==> config.mk <==
export PLATFORM = sky130hd
export DESIGN_NAME = xxhash_idx_pipe
export DESIGN_NICKNAME = d
export VERILOG_FILES = /design/src/rtl/xxhash_idx_pipe.sv
export SDC_FILE = /design/constraint.sdc
export NUM_CORES = 2
export LEC_CHECK = 0
export CAP_MARGIN = 25
export CORE_UTILIZATION = 50
export DETAILED_ROUTE_END_ITERATION = 10
export PLACE_DENSITY = 0.67
export SYNTH_ARGS = -nofsm -noshare
export SYNTH_HDL_FRONTEND = slang
export SYNTH_SLANG_ARGS = --single-unit
export TNS_END_PERCENT = 100
==> constraint.sdc <==
create_clock -name clk -period 17.56 [get_ports clk]
set_clock_uncertainty 0.05 [all_clocks]
set_input_delay 2.634 -clock clk [delete_from_list [all_inputs] [get_ports clk]]
set_output_delay 2.634 -clock clk [all_outputs]
set_load 0.005 [all_outputs]
==> src/rtl/xxhash_idx_pipe.sv <==
`timescale 1ns/1ps
`default_nettype none
// ============================================================================
// Module   : xxhash_idx_pipe
// Purpose  : 4-stage valid/ready XXH32 (8-byte small-input path) index hasher
//            mapping (col,row,seed) to a bucket id with a sideband tag.
// Revision : 1.0  initial pipelined release
// ============================================================================
// PRIME32_1 only feeds the >=16-byte stripe path of XXH32 and is not needed
// for an 8-byte message, so it is not a parameter here.
module xxhash_idx_pipe #(
    parameter int          IDX_W     = 16,
    parameter int          OUT_W     = 5,
    parameter int          TAG_W     = 8,
    parameter logic [31:0] PRIME32_2 = 32'h85EBCA77,
    parameter logic [31:0] PRIME32_3 = 32'hC2B2AE3D,
    parameter logic [31:0] PRIME32_4 = 32'h27D4EB2F,
    parameter logic [31:0] PRIME32_5 = 32'h165667B1
) (
    input  logic             clk,
    input  logic             rst,
    input  logic             in_valid,
    output logic             in_ready,
    input  logic [IDX_W-1:0] idx_col,
    input  logic [IDX_W-1:0] idx_row,
    input  logic [31:0]      seed,
    input  logic [TAG_W-1:0] tag_in,
    output logic             out_valid,
    input  logic             out_ready,
    output logic [OUT_W-1:0] bucket,
    output logic [31:0]      hash,
    output logic [TAG_W-1:0] tag_out,
    output logic [31:0]      hash_cnt
);

    function automatic logic [31:0] rotl17(input logic [31:0] x);
        return {x[14:0], x[31:15]};
    endfunction

    logic [31:0] w_col_ext;
    logic [31:0] w_row_ext;
    logic        w_en;

    generate
        if (IDX_W < 32) begin : g_idx_pad
            assign w_col_ext = {{(32-IDX_W){1'b0}}, idx_col};
            assign w_row_ext = {{(32-IDX_W){1'b0}}, idx_row};
        end else begin : g_idx_full
            assign w_col_ext = idx_col;
            assign w_row_ext = idx_row;
        end
    endgenerate

    // Stage 1: captured transaction
    logic             s1_vld_q;
    logic [31:0]      s1_col_q;
    logic [31:0]      s1_row_q;
    logic [31:0]      s1_seed_q;
    logic [TAG_W-1:0] s1_tag_q;
    // Stage 2: accumulator after the col lane
    logic             s2_vld_q;
    logic [31:0]      s2_h_q;
    logic [31:0]      s2_h_d;
    logic [31:0]      s2_row_q;
    logic [TAG_W-1:0] s2_tag_q;
    // Stage 3: accumulator after the row lane
    logic             s3_vld_q;
    logic [31:0]      s3_h_q;
    logic [31:0]      s3_h_d;
    logic [TAG_W-1:0] s3_tag_q;
    // Stage 4: avalanched result held on the output
    logic             out_vld_q;
    logic [31:0]      hash_q;
    logic [31:0]      hash_d;
    logic [TAG_W-1:0] tag_q;
    logic [31:0]      cnt_q;

    // The whole pipe moves as one; a stalled output freezes every stage.
    assign w_en     = !out_vld_q || out_ready;
    assign in_ready = w_en;

    always_comb begin
        s2_h_d = rotl17(s1_seed_q + PRIME32_5 + 32'd8 + s1_col_q * PRIME32_3) * PRIME32_4;
        s3_h_d = rotl17(s2_h_q + s2_row_q * PRIME32_3) * PRIME32_4;
        hash_d = s3_h_q;
        hash_d = hash_d ^ (hash_d >> 15);
        hash_d = hash_d * PRIME32_2;
        hash_d = hash_d ^ (hash_d >> 13);
        hash_d = hash_d * PRIME32_3;
        hash_d = hash_d ^ (hash_d >> 16);
    end

    always_ff @(posedge clk) begin
        if (rst) begin
            s1_vld_q  <= 1'b0;
            s1_col_q  <= '0;
            s1_row_q  <= '0;
            s1_seed_q <= '0;
            s1_tag_q  <= '0;
            s2_vld_q  <= 1'b0;
            s2_h_q    <= '0;
            s2_row_q  <= '0;
            s2_tag_q  <= '0;
            s3_vld_q  <= 1'b0;
            s3_h_q    <= '0;
            s3_tag_q  <= '0;
            out_vld_q <= 1'b0;
            hash_q    <= '0;
            tag_q     <= '0;
            cnt_q     <= '0;
        end else begin
            if (w_en) begin
                s1_vld_q  <= in_valid;
                s1_col_q  <= w_col_ext;
                s1_row_q  <= w_row_ext;
                s1_seed_q <= seed;
                s1_tag_q  <= tag_in;
                s2_vld_q  <= s1_vld_q;
                s2_h_q    <= s2_h_d;
                s2_row_q  <= s1_row_q;
                s2_tag_q  <= s1_tag_q;
                s3_vld_q  <= s2_vld_q;
                s3_h_q    <= s3_h_d;
                s3_tag_q  <= s2_tag_q;
                out_vld_q <= s3_vld_q;
                // Bubbles leave the last result on the outputs
                if (s3_vld_q) begin
                    hash_q <= hash_d;
                    tag_q  <= s3_tag_q;
                end
            end
            if (out_vld_q && out_ready) begin
                cnt_q <= cnt_q + 32'd1;
            end
        end
    end

    assign out_valid = out_vld_q;
    assign hash      = hash_q;
    assign bucket    = hash_q[OUT_W-1:0];
    assign tag_out   = tag_q;
    assign hash_cnt  = cnt_q;

endmodule
`default_nettype wire

# --- After elaboration in Yosys (flattened, before gate mapping) ---
# Index checks and enable logic that the tools add are counted.
op_classes:
  add_sub_neg: 5
  n_mul: 6
  n_bitwise: 3
  n_reduce_logical: 4
ops:
  columns: ["op", "count"]
  rows:
  - ["32-bit adder", 2]
  - ["16-bit by 32-bit multiplier with 32-bit output (second input constant)", 2]
  - ["32-bit by 30-bit multiplier with 32-bit output (second input constant)", 2]
  - ["32-bit by 1-bit adder with 32-bit output (second input constant)", 1]
  - ["32-bit by 29-bit adder with 32-bit output (second input constant)", 1]
  - ["32-bit by 4-bit adder with 32-bit output (second input constant)", 1]
  - ["32-bit by 31-bit multiplier with 32-bit output (second input constant)", 1]
  - ["32-bit by 32-bit multiplier with 32-bit output (second input constant)", 1]
  - ["32-bit by 16-bit XOR with 32-bit output", 1]
  - ["32-bit by 17-bit XOR with 32-bit output", 1]
  - ["32-bit by 19-bit XOR with 32-bit output", 1]
  - ["2-bit AND reduction", 1]
  - ["1-bit logical AND", 1]
  - ["1-bit logical NOT", 1]
  - ["1-bit logical OR", 1]
word_totals:
  ff_bits: 244
  in_bits: 76
  out_inout_bits: 79
  elab_cells: 34

# --- Logic depth before layout (Yosys ltp) ---
depth:
  depth_word: 5
  mapped_depth: 58
  mapped_depth_nobuf: 57

# --- Worst setup path after synthesis ---
# OpenSTA, ideal clock, no wires.
synth_timing:
  path_kind: "register to register"
  from: "register s3_h_q[20]"
  to: "register hash_q[13] (netlist: hash[13])"
  setup_time_ns: 0.074
  arrival_ns: 13.012
  t_required_ns: 17.436
  path_slack_ns: 4.423
  path_stages_with_launch: 52
  n_path_buf: 1
  synth_period_minus_slack_ns: 13.137
  path_cell_list: "dfxtp_1 xnor2_1 inv_1 fa_1 inv_1 fa_1 inv_1 fa_1 ha_1 fa_1 fa_1 fa_1 inv_1 fa_1 inv_1 ha_1 clkbuf_1 a21o_1 (+16 left out) inv_1 fa_1 inv_1 fa_1 inv_1 fa_1 inv_1 ha_1 and4_1 a21oi_1 nand2_1 a21oi_1 o211ai_1 a21o_1 a21oi_1 xnor2_1 or3_1 a31oi_1"
synth_between:
  elab_chain_len: 5
synth_lines:
  columns: ["element", "line_no", "text"]
  rows:
  - ["start: declaration", "68", "logic [31:0] s3_h_q;"]
  - ["start signal: assignment", "123", "s3_h_q <= s3_h_d;"]
  - ["32-bit by 17-bit XOR with 32-bit output", "86", "hash_d = hash_d ^ (hash_d >> 15);"]
  - ["32-bit by 32-bit multiplier with 32-bit output", "87", "hash_d = hash_d * PRIME32_2;"]
  - ["32-bit by 19-bit XOR with 32-bit output", "88", "hash_d = hash_d ^ (hash_d >> 13);"]
  - ["32-bit by 31-bit multiplier with 32-bit output", "89", "hash_d = hash_d * PRIME32_3;"]
  - ["32-bit by 16-bit XOR with 32-bit output", "90", "hash_d = hash_d ^ (hash_d >> 16);"]
  - ["end signal: assignment", "128", "hash_q <= hash_d;"]
  - ["end: declaration", "73", "logic [31:0] hash_q;"]
# No other way between the ends.
# A chain may end at the register's enable or synchronous reset.

# --- Final worst setup path ---
layout_timing:
  from: "register s3_h_q[15]"
  to: "register hash_q[13] (netlist: hash[13])"
# The elaborated chain is that of the path after synthesis.

==> metrics.txt <==
post-synthesis compound-gate area fraction between 6 and 7%; status completed; share of cells above drive strength 1 under 10%; Area Overhead vs Synth 7.52%; worst endpoint data arrival time 15.47 ns; post-synthesis xor/xnor area fraction under 10%; Avg WL per Cell a little under 20 um; Vias 42,400; hold path start s2_tag_q[4]; count leader, synth inv_1; Post-Synth Simple-Gate Area approximately 5.7%; final setup fails 0; die extent in x ~350 um; Routed Antenna Nets 0; post-synthesis register bit count between 200 and 250; PortBufs 154; Cell Area, Synth approximately 62,000 um2; synth cell count leaders inv_1 (1,953), fa_1 (1,210), ha_1 (1,051), nand2_1 (423), xnor2_1 (331); Tot GR Track Use 26.8%; CTS tree built; vias in the first global route about 46,000; top-area cell type share of the netlist area 39.2%; R2R depth 54; vias per cell about 5.1; sequential area share after synthesis 7.91%; Worst EP required 18.01 ns; Cell Rows roughly 130; post-CTS setup repair buffer count 0; top layer in use met4; Met1 Wirelength 69,300 um; Synth Area in Adders a little over 60%; fin crit period approximately 15 ns; Max-slew headroom between 20% and 30%; total negative setup slack 0 ns; r2r setup slk between 2 and 3 ns; FF-to-FF Start s3_h_q[15]; met3 routed WL between 7000 and 8000 um; Final nets between 8,000 and 9,000; Mapped Cells 6,470; CP max-delay cell xnor2_1; placed wire-length estimate 146,000 um; RSZ-0062 raised after global routing false; initial core utilization 50.6%; synthesized area per cell between 9 and 10 um2; fill cell count between 10,000 and 15,000; CTS max path bufs 3; Worst path max stage delay around 0.77 ns; CTS resizes 0; Yosys cell types 87; number of synthesized flops with an enable pin 0; clock latency on the worst-skew pair 0.65 ns; die area 125,000 um2; initial antenna violation count 2; multiplexer share of the synthesized area less than 1%; Worst-path clk slew roughly 0.060 ns; Worst path most repeated cell fa_1; asr flop ratio synth 0%; reg2reg end hash[13]; main area contributors after synthesis fa_1 (39%), ha_1 (21%), inv_1 (12%); Pre-antenna DRT Iters 6; Worst Tran Pin Value 1.14 ns; CP Capture Type register; hold path depth 2; final hold vios 0; first-pass GRT wire length approximately 260,000 um; largest family of logic cells by synthesized area adder cells; Post-synth top flop dfxtp_1; I/O pin count ~160; Max Cap Viol 0; Hold Crit Class register to register; largest area contributor in the netlist fa_1; crit share post-route a little under nine tenths; clock sink count 244; f_max approximately 67 MHz; Synth Warn # 0; largest net degree at the start of global routing 170; Placer Congestion approximately 0.97; initial drt markers 2,164; Storage cell area 4880 um2; TritonCTS Buffers 28; Hold Path End s2_tag_q[4]; CTS H-tree depth 1; Root Driver clkbuf_16; Mapped Nets between 8,000 and 9,000; met2 WL about 80,000 um; Routed WL 163,000 um; total core area 122,000 um2; drt drc 0; die height approximately 350 um; Crit Path Class register to register; total gr overflow 0; Crit Path Max Fanout 10; hold buffers post-CTS 0; fin. max-slew vios 0; area of the multi-input gates roughly 49,000 um2; critical path launch point type register
## logic make-up (layout without fill, tap and decap cells)
family,count (synthesis),count (layout)
buffers and inverters,2049,2223
adders and majority gates,2261,2261
other,0,1
AOI/OAI and AO/OA,650,650
DFF,244,244
muxes,5,5
and+or+nand+nor,806,806
xor gates and xnor gates,455,455
## through the flow
stage / cells / instance area (um2) / setup slack (ns) / util (%) / hold WS [ns]
2_1_floorplan: 6470 / 61800 / 4.42 / - / 0.382
5_1_grt: 8270 / 66400 / 1.91 / 54.4 / 0.419
4_1_cts: 8267 / 66400 / 2.66 / 54.4 / 0.403
6_report: 8270 / 66400 / 2.54 / 54.4 / 0.402
3_3_place_gp: 8214 / 65400 / 2.84 / 53.5 / 0.388
3_5_place_dp: 8216 / 65400 / 2.71 / 53.6 / 0.395
## critical path, delay by kind of cell (launching register included)
family / cells / cell delay [ns]
flops: 1 / 0.35
simple gates: 8 / 1.49
buf+inv: 10 / 1.24
xor+xnor: 5 / 2.12
compound gates: 12 / 2.34
fa+ha+maj: 19 / 7.33
## cell usage in the layout (no fill, tap or decap), drive strengths merged, types with 24 or more instances in the layout
cell	count
o21a	29
o21ai	75
clkbuf	40
inv	1957
nand2	423
nand2b	30
nor2	178
buf	59
dfxtp	244
a21o	82
o21bai	24
xnor2	334
nor3	26
a211oi	38
xor2	108
fa	1210
ha	1051
a21oi	314
nand3	38
clkdlybuf4s50	153
## metal layers
metal / up-vias / global-route usage (%)
met5: - / 0
met4: 0 / 9.05
met3: 250 / 2.94
met2: 965 / 46.2
met1: 21300 / 35.1
li1: 19800 / -
## layout make-up
type	instances	area share [%]
multi-input cells	4177	74.0
clock inverters	12	0.271
diodes	1	0.00377
repair buffers	213	3.01
flip-flops and latches	244	7.35
inverters	1959	11.1
well taps	1625	3.06
clock buffers	39	1.21
## flip-flops by register name, indices dropped and copies added (netlist names)
signal     cells
s3_tag_q       8
s3_h_q        32
s1_seed_q     32
s1_vld_q       1
s2_h_q        32
s1_tag_q       8
hash          32
s1_row_q      16
s2_row_q      16
s2_tag_q       8
s1_col_q      16
out_valid      1
hash_cnt      32
s3_vld_q       1
s2_vld_q       1
tag_out        8
## how the worst max path moves through the flow
stage / startpoint / end / slack [ns] / cells after the start
floorplan: s3_h_q[20] / hash[13] / 4.42 / 51
global placement: s3_h_q[15] / hash[13] / 2.84 / 56
global route: s3_h_q[15] / hash[14] / 1.91 / 54
CTS: s3_h_q[15] / hash[14] / 2.66 / 54
detailed placement: s3_h_q[15] / hash[13] / 2.71 / 54
finish: s3_h_q[15] / hash[13] / 2.54 / 54
Power is not shown: default switching activity piles up to over one toggle a cycle in this logic, so the estimate is an artifact.
